**src/rtl/mdu_pkg.sv**
```systemverilog
// Shared encodings and constants for the Minisys multiply/divide unit.
package mdu_pkg;

   typedef enum logic [1:0] {
      OP_MULT  = 2'b00,
      OP_MULTU = 2'b01,
      OP_DIV   = 2'b10,
      OP_DIVU  = 2'b11
   } op_e;

   typedef enum logic [1:0] {
      IDLE,
      CALC,
      FIX,
      DONE
   } state_e;

   localparam int unsigned MDU_LATENCY = 34;

endpackage

```
**src/rtl/mdu_cond_negate.sv**
```systemverilog
// Conditional two's complement: passes the value through, or negates it when i_negate is set.
module mdu_cond_negate #(
   parameter int unsigned WIDTH = 32
) (
   input  logic [WIDTH-1:0] i_value,
   input  logic             i_negate,
   output logic [WIDTH-1:0] o_value
);

   assign o_value = i_negate ? (~i_value + WIDTH'(1)) : i_value;

endmodule

```
**src/rtl/mult_div_unit.sv**
```systemverilog
// Iterative multiply/divide unit: magnitudes are processed by a 32-step shift-add or
// restoring shift-subtract loop, then the signs are reapplied before HI/LO are written.
module mult_div_unit
   import mdu_pkg::*;
#(
   parameter int unsigned DATA_W = 32,
   parameter int unsigned ITERS  = DATA_W
) (
   input  logic              clock,
   input  logic              reset,
   input  logic              start,
   input  logic [1:0]        op,
   input  logic [DATA_W-1:0] operand_a,
   input  logic [DATA_W-1:0] operand_b,
   output logic              busy,
   output logic              done,
   output logic              hi_lo_write,
   output logic [DATA_W-1:0] hi_out,
   output logic [DATA_W-1:0] lo_out,
   output logic              div_by_zero
);

   localparam int unsigned CNT_W = $clog2(ITERS);

   state_e              r_state;
   logic [CNT_W-1:0]    r_cnt;
   logic                r_is_div;
   logic                r_dbz;
   logic                r_neg_q;
   logic                r_neg_r;
   logic [DATA_W-1:0]   r_m;
   logic [DATA_W-1:0]   r_hi;
   logic [DATA_W-1:0]   r_lo;

   logic                w_is_div;
   logic                w_b_zero;
   logic                w_take_abs;
   logic [DATA_W-1:0]   w_abs_a;
   logic [DATA_W-1:0]   w_abs_b;
   logic [DATA_W:0]     w_sum;
   logic [DATA_W:0]     w_shift;
   logic                w_ge;
   logic [DATA_W-1:0]   w_diff;
   logic [2*DATA_W-1:0] w_prod_fix;
   logic [DATA_W-1:0]   w_rem_fix;
   logic [DATA_W-1:0]   w_quo_fix;

   assign w_is_div = (op == OP_DIV) || (op == OP_DIVU);
   assign w_b_zero = (operand_b == '0);
   // A signed divide by zero runs unsigned on the raw operands so HI ends up as raw operand_a.
   assign w_take_abs = ((op == OP_MULT) || (op == OP_DIV)) && !(w_is_div && w_b_zero);

   mdu_cond_negate #(.WIDTH(DATA_W)) u_abs_a (
      .i_value  (operand_a),
      .i_negate (w_take_abs & operand_a[DATA_W-1]),
      .o_value  (w_abs_a)
   );

   mdu_cond_negate #(.WIDTH(DATA_W)) u_abs_b (
      .i_value  (operand_b),
      .i_negate (w_take_abs & operand_b[DATA_W-1]),
      .o_value  (w_abs_b)
   );

   assign w_sum   = {1'b0, r_hi} + {1'b0, r_m};
   assign w_shift = {r_hi, r_lo[DATA_W-1]};
   assign w_ge    = (w_shift >= {1'b0, r_m});
   assign w_diff  = w_shift[DATA_W-1:0] - r_m;

   mdu_cond_negate #(.WIDTH(2*DATA_W)) u_fix_prod (
      .i_value  ({r_hi, r_lo}),
      .i_negate (r_neg_q),
      .o_value  (w_prod_fix)
   );

   mdu_cond_negate #(.WIDTH(DATA_W)) u_fix_rem (
      .i_value  (r_hi),
      .i_negate (r_neg_r),
      .o_value  (w_rem_fix)
   );

   mdu_cond_negate #(.WIDTH(DATA_W)) u_fix_quo (
      .i_value  (r_lo),
      .i_negate (r_neg_q),
      .o_value  (w_quo_fix)
   );

   assign hi_lo_write = done;

   always_ff @(posedge clock) begin
      if (reset) begin
         r_state     <= IDLE;
         r_cnt       <= '0;
         r_is_div    <= 1'b0;
         r_dbz       <= 1'b0;
         r_neg_q     <= 1'b0;
         r_neg_r     <= 1'b0;
         r_m         <= '0;
         r_hi        <= '0;
         r_lo        <= '0;
         busy        <= 1'b0;
         done        <= 1'b0;
         div_by_zero <= 1'b0;
         hi_out      <= '0;
         lo_out      <= '0;
      end else begin
         case (r_state)
            IDLE: begin
               if (start) begin
                  r_is_div <= w_is_div;
                  r_dbz    <= w_is_div & w_b_zero;
                  r_neg_q  <= w_take_abs & (operand_a[DATA_W-1] ^ operand_b[DATA_W-1]);
                  r_neg_r  <= w_take_abs & operand_a[DATA_W-1];
                  r_hi     <= '0;
                  r_cnt    <= '0;
                  // r_lo holds the operand consumed bit by bit, r_m the one added or subtracted.
                  if (w_is_div) begin
                     r_lo <= w_abs_a;
                     r_m  <= w_abs_b;
                  end else begin
                     r_lo <= w_abs_b;
                     r_m  <= w_abs_a;
                  end
                  busy    <= 1'b1;
                  r_state <= CALC;
               end
            end
            CALC: begin
               if (r_is_div) begin
                  r_hi <= w_ge ? w_diff : w_shift[DATA_W-1:0];
                  r_lo <= {r_lo[DATA_W-2:0], w_ge};
               end else if (r_lo[0]) begin
                  {r_hi, r_lo} <= {w_sum, r_lo[DATA_W-1:1]};
               end else begin
                  {r_hi, r_lo} <= {1'b0, r_hi, r_lo[DATA_W-1:1]};
               end
               if (r_cnt == CNT_W'(ITERS - 1)) begin
                  r_cnt   <= '0;
                  r_state <= FIX;
               end else begin
                  r_cnt <= r_cnt + 1'b1;
               end
            end
            FIX: begin
               if (r_is_div) begin
                  hi_out <= w_rem_fix;
                  lo_out <= w_quo_fix;
               end else begin
                  {hi_out, lo_out} <= w_prod_fix;
               end
               div_by_zero <= r_dbz;
               done        <= 1'b1;
               r_state     <= DONE;
            end
            DONE: begin
               done    <= 1'b0;
               busy    <= 1'b0;
               r_state <= IDLE;
            end
            default: r_state <= IDLE;
         endcase
      end
   end

endmodule

```
**config.mk**
```make
export PLATFORM = sky130hd
export DESIGN_NAME = mult_div_unit
export DESIGN_NICKNAME = d
export VERILOG_FILES = /design/src/rtl/mdu_pkg.sv /design/src/rtl/mdu_cond_negate.sv /design/src/rtl/mult_div_unit.sv
export SDC_FILE = /design/constraint.sdc
export NUM_CORES = 1
export LEC_CHECK = 0
export CAP_MARGIN = 0
export CORE_MARGIN = 10
export CORE_UTILIZATION = 55
export CTS_CLUSTER_SIZE = 40
export DETAILED_ROUTE_END_ITERATION = 10
export HOLD_SLACK_MARGIN = 0.05
export PLACE_DENSITY = 0.83
export SETUP_SLACK_MARGIN = 0.05
export SLEW_MARGIN = 30
export SYNTH_ARGS = -nofsm -noshare
export SYNTH_HDL_FRONTEND = slang
export SYNTH_SLANG_ARGS = --single-unit
```
**constraint.sdc**
```tcl
create_clock -name clock -period 8.25 [get_ports clock]
set_clock_uncertainty 0.1 [all_clocks]
set_input_delay 2.0625 -clock clock [delete_from_list [all_inputs] [get_ports clock]]
set_output_delay 2.0625 -clock clock [all_outputs]
set_load 0.01 [all_outputs]
```
==> flow_results.xml <==
<?xml version="1.0" encoding="UTF-8"?>
<metrics>
  <group name="critical_path">
    <metric name="setup.worst_path.start_class" unit="">primary input</metric>
    <metric name="timing.setup.critical_path_class" unit="">in -&gt; reg</metric>
    <metric name="worstPathRequired" unit="ps">8450</metric>
    <metric name="cpMostUsedCell" unit="">a211oi_1</metric>
    <metric name="critPathCaptureType" unit="">flop</metric>
    <metric name="crit_path_max_incr_delay" unit="ps">730</metric>
    <metric name="crit_chain" unit="">clkdlybuf4s50_1, or4_1, nor4_1, nand4_1, o211ai_1, a21oi_1, xnor2_1, a211oi_1, a211oi_1, nor3_1</metric>
    <metric name="critical_path_arrival" unit="ps">5580</metric>
    <metric name="highest_fanout_seen_on_the_critical_path" unit="">7</metric>
    <metric name="slowest_stage" unit="">o211ai_1</metric>
  </group>
  <group name="cts">
    <metric name="cts.repair.resized" unit="">0</metric>
    <metric name="cts-hold-fix-buffers" unit="">0</metric>
    <metric name="clockRootBuffer" unit="">clkbuf_16</metric>
    <metric name="clock_path_buffers" unit="">2</metric>
    <metric name="cts_tree" unit="">yes</metric>
    <metric name="post_cts.repair.setup_buffers" unit="">0</metric>
    <metric name="clock_insertion_delay_worst_skew" unit="ps">450</metric>
    <metric name="cts_htree_levels" unit="">4</metric>
    <metric name="cts_made_buffers" unit="">17</metric>
    <metric name="cts_sinks" unit="">174</metric>
    <metric name="clk_transition_reported_paths" unit="ps">80</metric>
  </group>
  <group name="placement">
    <metric name="gp_congestion" unit="">1.01</metric>
    <metric name="dp_hpwl" unit="um">38500</metric>
    <metric name="post-place-cells" unit="">2213</metric>
    <metric name="dpl_cell_area" unit="um^2">15600</metric>
    <metric name="port-buffer-count" unit="">136</metric>
  </group>
  <group name="yosys">
    <metric name="synth-edff-count" unit="">0</metric>
    <metric name="post_synth_mux_area_share" unit="%">5.97</metric>
    <metric name="synth_simple_gate_area_share" unit="%">19.1</metric>
    <metric name="synthXorXnorAreaFrac" unit="%">10.4</metric>
    <metric name="synthAdderAreaFrac" unit="%">6.86</metric>
    <metric name="synthesis.instances" unit="">1851</metric>
    <metric name="ys_top_cells_by_area" unit="">dfxtp_1 (25%), ha_1 (6.6%), xor2_1 (5.8%), a21oi_1 (5.5%), mux2i_1 (4.7%)</metric>
    <metric name="yosys_warnings" unit="">0</metric>
    <metric name="ys_seq_elements" unit="">174</metric>
    <metric name="post_synth_num_cell_types" unit="">78</metric>
    <metric name="syn-mean-instance-area" unit="um^2">7.61</metric>
    <metric name="postSynthNetCount" unit="">1996</metric>
    <metric name="synth_top_cell_by_area" unit="">dfxtp_1</metric>
    <metric name="synthFlopType" unit="">dfxtp_1</metric>
    <metric name="synth_seq_area_share" unit="%">24.7</metric>
    <metric name="synth_top_family_by_area" unit="">compound AO/OA/AOI/OAI gates</metric>
    <metric name="yosysTopAreaCellShare" unit="%">24.7</metric>
    <metric name="area_fraction_in_compound_gates_after_synthesis" unit="%">27.5</metric>
    <metric name="synth-async-reset-ratio" unit="%">0</metric>
    <metric name="netlist_area" unit="um^2">14100</metric>
  </group>
  <group name="routing">
    <metric name="drc" unit="">0</metric>
    <metric name="vias" unit="">14700</metric>
    <metric name="avgRoutedWirePerCell" unit="um">22.6</metric>
    <metric name="avgViaCountPerCell" unit="">6.54</metric>
    <metric name="totalWireLength" unit="um">50900</metric>
    <metric name="dr.pass1.iters" unit="">6</metric>
    <metric name="drt-initial-drc-count" unit="">1831</metric>
    <metric name="detail-route-antenna-nets" unit="">0</metric>
  </group>
  <group name="timing">
    <metric name="max_freq" unit="GHz">0.186</metric>
    <metric name="max_slew_margin" unit="%">33.0</metric>
    <metric name="setup-violations-final" unit="">0</metric>
    <metric name="slew_violations" unit="">0</metric>
    <metric name="final-hold-violation-count" unit="">0</metric>
    <metric name="finalCriticalPeriod" unit="ps">5380</metric>
    <metric name="grt_setup_unrepaired" unit="">no</metric>
    <metric name="tightestPinTransition" unit="ps">992</metric>
    <metric name="fin_tns_setup" unit="ps">0</metric>
    <metric name="min_period_over_period" unit="%">65.2</metric>
  </group>
  <group name="power">
    <metric name="power_leakage" unit="nW">6.14</metric>
    <metric name="netSwitchingPower" unit="mW">2.48</metric>
    <metric name="power_report.internal_total" unit="mW">2.59</metric>
    <metric name="report.power.total" unit="mW">5.06</metric>
    <metric name="p_seq_share" unit="%">27.5</metric>
    <metric name="power.share.switching" unit="%">48.9</metric>
    <metric name="comb_power_share" unit="%">55.2</metric>
    <metric name="clock_power_share" unit="%">17.3</metric>
    <metric name="powerDensity" unit="nW/um^2">312</metric>
    <metric name="irDropWorstVdd" unit="uV">394</metric>
  </group>
  <group name="floorplan">
    <metric name="die_w" unit="um">180</metric>
    <metric name="die_height" unit="um">180</metric>
    <metric name="design.core.area" unit="um^2">25200</metric>
    <metric name="rows" unit="">58</metric>
    <metric name="start_util" unit="%">55.9</metric>
    <metric name="boundaryPins" unit="">137</metric>
    <metric name="floorplan.die_area" unit="um^2">32400</metric>
  </group>
  <group name="global_routing">
    <metric name="grt_pass1_vias" unit="">14100</metric>
    <metric name="grt_usage" unit="%">29.8</metric>
    <metric name="pin_count_of_the_biggest_net_entering_global_routing" unit="">78</metric>
    <metric name="antenna_found_initial" unit="">0</metric>
    <metric name="global_route_wire_length_before_repair" unit="um">79200</metric>
    <metric name="overflow" unit="">0</metric>
  </group>
  <group name="cells_and_area">
    <metric name="finish.net_count" unit="">2048</metric>
    <metric name="syn2layout_area_growth" unit="%">15.2</metric>
    <metric name="num_antenna_cells" unit="">0</metric>
    <metric name="final_cell_mix" unit="">nand2_1 (174), nor2_1 (173), dfxtp_1 (173), a21oi_1 (153), clkdlybuf4s50_1 (135)</metric>
    <metric name="mostFrequentLayoutCell" unit="">nand2_1</metric>
    <metric name="postLayoutCellArea" unit="um^2">16200</metric>
    <metric name="proportion_of_layout_cells_with_a_drive_suffix_above_1" unit="%">4.96</metric>
    <metric name="instances_no_fill" unit="">2246</metric>
  </group>
  <group name="status">
    <metric name="status" unit="">finished, final reports clean</metric>
  </group>
  <group name="run">
    <metric name="max_cap_violations" unit="">0</metric>
  </group>
  <group name="hold_path">
    <metric name="min-delay-path-class" unit="">reg -&gt; reg</metric>
  </group>
</metrics>
==> cells by family (layout without fill, tap and decap cells) <==
kind of cell / after synthesis / after routing
xor+xnor: 167 / 167
flops: 174 / 174
compound gates: 580 / 580
simple gates: 575 / 575
fa+ha+maj: 76 / 76
mux: 82 / 82
buf+inv: 197 / 262
==> metal layers <==
layer / GRT usage (%) / wire [um] / vias to the layer above
met5: 0 / 0 / -
met4: 18.1 / 3290 / 0
met3: 5.86 / 4450 / 170
met2: 49.2 / 23300 / 759
met1: 35.2 / 19900 / 6879
li1: - / - / 6884
==> final timing paths <==
check	from	to	slack, ps	depth (start not counted)
worst max-delay path	operand_b[17]	r_lo[4]$_SDFFE_PP0P_	2870	10
worst max register to register	r_hi[5]$_SDFFE_PP0P_	r_hi[6]$_SDFFE_PP0P_	3900	11
worst min register to register	r_m[1]$_SDFFE_PP0P_	r_m[1]$_SDFFE_PP0P_	380	2
worst min-delay path	r_m[1]$_SDFFE_PP0P_	r_m[1]$_SDFFE_PP0P_	380	2
==> cells in the mapped netlist (all sizes together) (8+ instances only) <==
cell and count:
dfxtp 174, a21oi 154, o211ai 43, nand2b 21, nand4 16, clkbuf 109
or2 8, a21o 30, or4 13, xor2 94, nor3 47, a221oi 13
xnor2 73, nor3b 8, or3 10, nor2b 16, mux2i 66, o31ai 38
buf 13, o22ai 10, o41ai 18, a22o 15, a211oi 70, nand2 174
a31oi 13, and3 10, nand3 36, o221ai 10, nor2 175, o21ai 99
nor4 17, ha 74, inv 73, mux2 16
==> layout make-up <==
class	instances	area [um^2]
Clock buffer	17	425
Clock inverter	15	224
Fill cell	2200	8960
Inverter	75	282
Multi-Input combinational cell	1480	9890
Sequential cell	174	3480
Tap cell	330	413
Timing Repair Buffer	155	1510
==> power by group through the flow <==
stage          sequential (mW)  clock, mW  combinational (mW)
4_1_cts                   1.37      0.878                2.74
6_report                  1.39      0.874                2.80
3_3_place_gp              1.38          0                2.67
2_1_floorplan             1.25          0                1.97
5_1_grt                   1.40      0.915                3.03
3_5_place_dp              1.39          0                2.71
==> metrics by stage <==
step / util (%) / setup slack, ps / hold slack [ps]
finish: 64.4 / 2870 / 383
global route: 64.4 / 2610 / 396
CTS: 64.4 / 2990 / 384
detailed placement: 61.8 / 2520 / 369
global placement: 61.8 / 2580 / 367
floorplan: - / 3620 / 336
==> flip-flops by register name, indices dropped and copies added (netlist names), 2 cells and up <==
signal and count:
r_m 32, lo_out 32, r_lo 32, r_state 2, hi_out 32, r_cnt 5, r_hi 32
==> worst max-delay path: cells and delay by family <==
family | cells | cell delay (ps)
and+or+nand+nor | 4 | 1470
AOI/OAI and AO/OA | 4 | 1240
buffers and inverters | 1 | 490
xor gates and xnor gates | 1 | 300
No activity file was read; power rests on OpenSTA's default activity.
